[src/rtl/fft_mult_sched.sv]
// fft_mult_sched: issue/write-back scheduler for the radix-2 DIT FFT twiddle multiplier.
// Define FFT_SCHED_CYCLE_CNT_EN to enable the busy-cycle counter on cycles_o.
module fft_mult_sched #(
  parameter int LOG2N    = 10,
  parameter int MULT_LAT = 5,
  parameter int Q_DEPTH  = 8
) (
  input  logic                     clk_i,
  input  logic                     rst_ni,
  input  logic                     start_i,
  input  logic                     hold_i,
  output logic                     busy_o,
  output logic                     done_o,
  output logic [$clog2(LOG2N)-1:0] stage_o,
  output logic                     mult_valid_o,
  output logic [LOG2N-1:0]         rd_addr_o,
  output logic [LOG2N-2:0]         tw_addr_o,
  input  logic                     mult_valid_i,
  output logic                     wr_en_o,
  output logic [LOG2N-1:0]         wr_addr_o,
  output logic                     err_o,
  output logic [31:0]              cycles_o
);

  localparam int SW = $clog2(LOG2N);
  localparam int KW = LOG2N - 1;
  localparam int QW = $clog2(Q_DEPTH);
  localparam int CW = QW + 1;

  localparam logic [SW-1:0] LAST_STAGE = SW'(LOG2N - 1);

  localparam logic [1:0] S_IDLE  = 2'd0;
  localparam logic [1:0] S_ISSUE = 2'd1;
  localparam logic [1:0] S_DRAIN = 2'd2;
  localparam logic [1:0] S_DONE  = 2'd3;

  // A shallower queue still works; issue simply throttles on full.
  if (Q_DEPTH < MULT_LAT + 1) begin : g_q_shallow
  end

  logic [1:0]       r_state;
  logic [SW-1:0]    r_stage;
  logic [KW-1:0]    r_k;
  logic             r_mv;
  logic [LOG2N-1:0] r_rd;
  logic [KW-1:0]    r_tw;
  logic             r_err;

  logic [LOG2N-1:0] r_q [Q_DEPTH];
  logic [QW-1:0]    r_wp;
  logic [QW-1:0]    r_rp;
  logic [CW-1:0]    r_cnt;

  logic [LOG2N-1:0] w_k_ext;
  logic [LOG2N-1:0] w_span;
  logic [LOG2N-1:0] w_grp;
  logic [KW-1:0]    w_mask;
  logic [KW-1:0]    w_pos;
  logic [LOG2N-1:0] w_rd;
  logic [KW-1:0]    w_tw;

  logic w_q_empty;
  logic w_q_full;
  logic w_issue;
  logic w_pop;
  logic w_last_k;
  logic w_last_stage;
  logic w_drained;

  // rd = {grp, 1'b1, pos}; the mask form avoids a span that overflows KW bits.
  assign w_k_ext = {1'b0, r_k};
  assign w_span  = LOG2N'(1) << r_stage;
  assign w_grp   = w_k_ext >> r_stage;
  assign w_mask  = ~({KW{1'b1}} << r_stage);
  assign w_pos   = r_k & w_mask;

  assign w_rd = ((w_grp << r_stage) << 1)
              + {1'b0, w_pos}
              + w_span;

  assign w_tw = w_pos << (LAST_STAGE - r_stage);

  assign w_q_empty = (r_cnt == '0);
  assign w_q_full  = (r_cnt == CW'(Q_DEPTH));

  assign w_issue = (r_state == S_ISSUE)
                 && !hold_i
                 && !w_q_full;

  assign w_pop = mult_valid_i && !w_q_empty;

  assign w_last_k     = (r_k == {KW{1'b1}});
  assign w_last_stage = (r_stage == LAST_STAGE);
  assign w_drained    = w_q_empty && !w_pop;

  always_ff @(posedge clk_i or negedge rst_ni) begin
    if (!rst_ni) begin
      r_state <= S_IDLE;
      r_stage <= '0;
      r_k     <= '0;
    end else begin
      unique case (r_state)
        S_IDLE: begin
          if (start_i) begin
            r_state <= S_ISSUE;
            r_stage <= '0;
            r_k     <= '0;
          end
        end
        S_ISSUE: begin
          if (w_issue) begin
            r_k <= r_k + 1'b1;
            if (w_last_k) begin
              r_state <= S_DRAIN;
            end
          end
        end
        S_DRAIN: begin
          if (w_drained) begin
            if (w_last_stage) begin
              r_state <= S_DONE;
            end else begin
              r_stage <= r_stage + 1'b1;
              r_k     <= '0;
              r_state <= S_ISSUE;
            end
          end
        end
        S_DONE: begin
          r_state <= S_IDLE;
        end
        default: begin
          r_state <= S_IDLE;
        end
      endcase
    end
  end

  always_ff @(posedge clk_i or negedge rst_ni) begin
    if (!rst_ni) begin
      r_mv <= 1'b0;
      r_rd <= '0;
      r_tw <= '0;
    end else begin
      r_mv <= w_issue;
      if (w_issue) begin
        r_rd <= w_rd;
        r_tw <= w_tw;
      end
    end
  end

  always_ff @(posedge clk_i or negedge rst_ni) begin
    if (!rst_ni) begin
      r_wp  <= '0;
      r_rp  <= '0;
      r_cnt <= '0;
      for (int i = 0; i < Q_DEPTH; i++) begin
        r_q[i] <= '0;
      end
    end else begin
      if (w_issue) begin
        r_q[r_wp] <= w_rd;
        r_wp      <= r_wp + 1'b1;
      end
      if (w_pop) begin
        r_rp <= r_rp + 1'b1;
      end
      unique case (1'b1)
        w_issue && !w_pop: r_cnt <= r_cnt + 1'b1;
        w_pop && !w_issue: r_cnt <= r_cnt - 1'b1;
        default: ;
      endcase
    end
  end

  always_ff @(posedge clk_i or negedge rst_ni) begin
    if (!rst_ni) begin
      r_err <= 1'b0;
    end else if (mult_valid_i && w_q_empty) begin
      r_err <= 1'b1;
    end
  end

`ifdef FFT_SCHED_CYCLE_CNT_EN
  logic [31:0] r_cycles;

  always_ff @(posedge clk_i or negedge rst_ni) begin
    if (!rst_ni) begin
      r_cycles <= '0;
    end else if ((r_state == S_IDLE) && start_i) begin
      r_cycles <= '0;
    end else if (busy_o) begin
      r_cycles <= r_cycles + 32'd1;
    end
  end

  assign cycles_o = r_cycles;
`else
  assign cycles_o = '0;
`endif

  assign busy_o = (r_state == S_ISSUE)
               || (r_state == S_DRAIN);
  assign done_o = (r_state == S_DONE);

  assign stage_o      = r_stage;
  assign mult_valid_o = r_mv;
  assign rd_addr_o    = r_rd;
  assign tw_addr_o    = r_tw;
  assign wr_en_o      = w_pop;
  assign wr_addr_o    = r_q[r_rp];
  assign err_o        = r_err;

endmodule
[config.mk]
export PLATFORM = sky130hd
export DESIGN_NAME = fft_mult_sched
export DESIGN_NICKNAME = d
export VERILOG_FILES = /design/src/rtl/fft_mult_sched.sv
export SDC_FILE = /design/constraint.sdc
export NUM_CORES = 1
export LEC_CHECK = 0
export ABC_CLOCK_PERIOD_IN_PS = 9800
export CAP_MARGIN = 20
export CORE_MARGIN = 5
export CORE_UTILIZATION = 52
export DETAILED_ROUTE_END_ITERATION = 10
export GPL_ROUTABILITY_DRIVEN = 0
export GPL_TIMING_DRIVEN = 0
export PLACE_DENSITY = 0.74
export REMOVE_ABC_BUFFERS = 1
export SLEW_MARGIN = 20
export SYNTH_ARGS = -nofsm -noshare
export SYNTH_HDL_FRONTEND = slang
export SYNTH_SLANG_ARGS = --single-unit
[constraint.sdc]
create_clock -name clk_i -period 9.8 [get_ports clk_i]
set_input_delay 2.94 -clock clk_i [delete_from_list [all_inputs] [get_ports clk_i]]
set_output_delay 2.94 -clock clk_i [all_outputs]
set_load 0.03 [all_outputs]
==> impl_results.md <==
- Outcome: completed
- Min-Delay Path Class: reg2reg
- First-pass GRT wire length: 26400 um
- Post-synth top cells: dfrtp_1, nand2_1, mux2_2
- IO Pins: 75
- Total die area: 16500 um2
- Pwr dens: 277 nW/um2
- Max Freq: 136 MHz
- Post-DP HPWL: 10600 um
- Max-slew violations: 0
- Worst-path clk slew: 0.06 ns
- # setup viols final: 0
- Multiplexer area fraction after synthesis: 0.192
- DIE HEIGHT: 128 um
- Main combinational cell family by area after synthesis: multiplexers
- Met3 Use GR: 0.0457
- Drt first pass iters: 5
- Syn Area/Cell: 10.9 um2
- Final Hold Viols: 0
- Placeable Area: 13800 um2
- Hold buffers post-CTS: 0
- Sink Count: 126
- Syn. warnings: 0
- Max_slew headroom: 0.286
- CTS Root Buffer Type: clkbuf_16
- Multi-input gate area: 3740 um2
- Post-synth cell types: 57
- Layout Skew: 0.00716 ns
- Final non-filler cell area: 8420 um2
- Inserted Diodes: 0
- CP Data Required Time: 6.86 ns
- Area after DPL: 7760 um2
- FP Rows: 43
- Share of cells above drive strength 1: 0.201
- Detailed-route wire length per cell: 17.6 um
- Largest net degree at the start of global routing: 87
- Area Growth Syn to Fin: 15.3%
- Die W: 128 um
- Synth top area cells: dfrtp_1, mux2_2, mux4_2
- Most used DFF post-synth: dfrtp_1
- Remaining DRCs: 0
- Final min period: 7.34 ns
- CTS tree: built
- Sequential Area: 3150 um2
- Worst skew pair latency: 0.42 ns
- Seq/Total Area, Yosys: 0.432
- CP Capture Type: output port
- Htree depth: 4
- Max Cap Viol: 0
- Worst slew pin tran: 1.07 ns
- Port bufs: 42
- Antenna violations before repair: 0
- Synth Register Bits: 126
- Largest area contributor in the netlist: dfrtp_1
- Leak Pwr: 3.81 nW
- Met1 usage: 0.258
- Worst Path Max Fanout: 4
- Top Usage Layer GRT: met2
- Post-CTS Resized: 0
- Fraction of registers with async set/reset: 1.00
- Post-synth EDFFs: 0
- Top-area cell type share of the netlist area: 0.432
- Crit path DAT: 4.40 ns
- RSZ-0062 raised after global routing: false
- Final period util: 0.749
- Cell with the most instances after synthesis: dfrtp_1
- Via density: 5.59
- CP Launch Type: input port
- Synth Area in Simple Gates: 0.105
- Clk buf depth: 2
- Compound-Gate Fraction of Synth Area: 0.0891
- Iteration-0 DRC Markers: 264
- Post-route ant nets: 0
- Setup TNS: 0 ns
- Total CTS buffers: 17
- Post-Synth Adder-Cell Area: 0.0809
- Xor and xnor area share after synthesis: 0.0252
- FILL cells: 1053
- Initial core utilization: 0.528
- Post-Synthesis Cells: 667
- Nets: 744
- Grt met2 use: 0.343
- Post-Route WL: 15700 um
- Setup bufs post-CTS: 0
- GRT overflow: 0
- Routed vias: 4979
- Mapped cell area: 7300 um2
- Kind of critical path: in2out
- Total GRT Usage: 0.202
- Peak VDD IR: 140 uV
- Vias in the first global route: 5151
==> placed cells by master, fill, tap and decap left out, types with 4 or more instances in the layout <==
cell             netlist  routed
dfrtp_1              126     125
nand2_1               73      73
mux2_2                70      70
o21ai_0               42      42
clkdlybuf4s50_1        0      41
inv_1                 39      39
conb_1                 1      33
ha_1                  32      32
nor2_1                23      23
mux4_2                20      20
a21oi_1               19      19
clkbuf_16              0      17
mux2i_1               14      14
nand2b_1              12      12
nand3_1               11      11
xor2_1                11      11
xnor2_1               10      10
fa_1                   9       9
o211ai_1               7       7
nor3_1                 9       7
and3_1                 7       7
a31oi_1                5       5
o31ai_1                5       5
clkinvlp_4             0       5
bufinv_16              0       5
nand4_1                4       4
nor4_1                 5       4
==> state kept, by name (all words and copies together) (netlist names) <==
register and flops:
err_o 1, mult_valid_o 1, r_q 80, r_cnt 4, stage_o 4, r_k 9, r_rp 3, tw_addr_o 9
r_state 2, rd_addr_o 10, r_wp 3
==> path summary, 6_finish.rpt <==
kind                         startpoint      end  slack, ns  cells after the start
max reg2reg                  stage_o[0]   r_q[5]       5.26                     12
min reg2reg                       err_o    err_o       0.46                      1
max in group asynchronous        rst_ni  r_rp[0]       6.61                      2
min in group asynchronous        rst_ni  r_q[34]       2.43                      1
min                               err_o    err_o       0.46                      1
max                        mult_valid_i  wr_en_o       2.46                      4
==> per-stage QoR <==
step,utilization,hold slack [ns],total power (W),cells,worst slack [ns]
6_report,0.609,0.464,0.00233,891,2.46
2_1_floorplan,-,0.445,0.00137,630,3.59
3_5_place_dp,0.561,0.456,0.00164,859,2.46
3_3_place_gp,0.554,0.451,0.00159,852,1.16
4_1_cts,0.609,0.471,0.00235,891,2.45
5_1_grt,0.609,0.490,0.00247,891,2.43
==> report_power, final <==
part	internal [W]	total, W	switching [W]	leakage (nW)
combinational	0.000389	0.000775	0.000386	1.89
clock	0.000455	0.000701	0.000246	0.306
sequential	0.000675	0.000858	0.000182	1.62
==> layout make-up <==
type | count | area share
Clock inverter | 15 | 0.0276
Multi-Input combinational cell | 465 | 0.444
Timing Repair Buffer | 49 | 0.0587
Clock buffer | 17 | 0.0505
Tap cell | 180 | 0.0267
Inverter | 39 | 0.0174
Sequential cell | 126 | 0.375
==> worst max-delay path: stages <==
cell             delay (ns)
clkdlybuf4s50_1        0.49
nand2b_1               0.12
inv_1                  0.16
clkdlybuf4s50_1        0.69
==> layer usage <==
| layer | up-vias | part of all wire | wire length (um) |
|---|---|---|---|
| met5 | - | 0 | 0 |
| met4 | 0 | 0.016 | 257 |
| met3 | 26 | 0.041 | 646 |
| met2 | 109 | 0.52 | 8110 |
| met1 | 2500 | 0.43 | 6710 |
| li1 | 2344 | - | - |
==> logic make-up (layout without fill, tap and decap cells) <==
group                    Yosys count  in the layout
flip-flops                       126            126
other                              1             33
AND/OR/NAND/NOR                  160            160
adder cells (fa/ha/maj)           42             42
AO/OA/AOI/OAI                    103            103
XOR/XNOR                          21             21
multiplexers                     106            106
buffers and inverters            108            120
(Power assumes the default switching activity.)
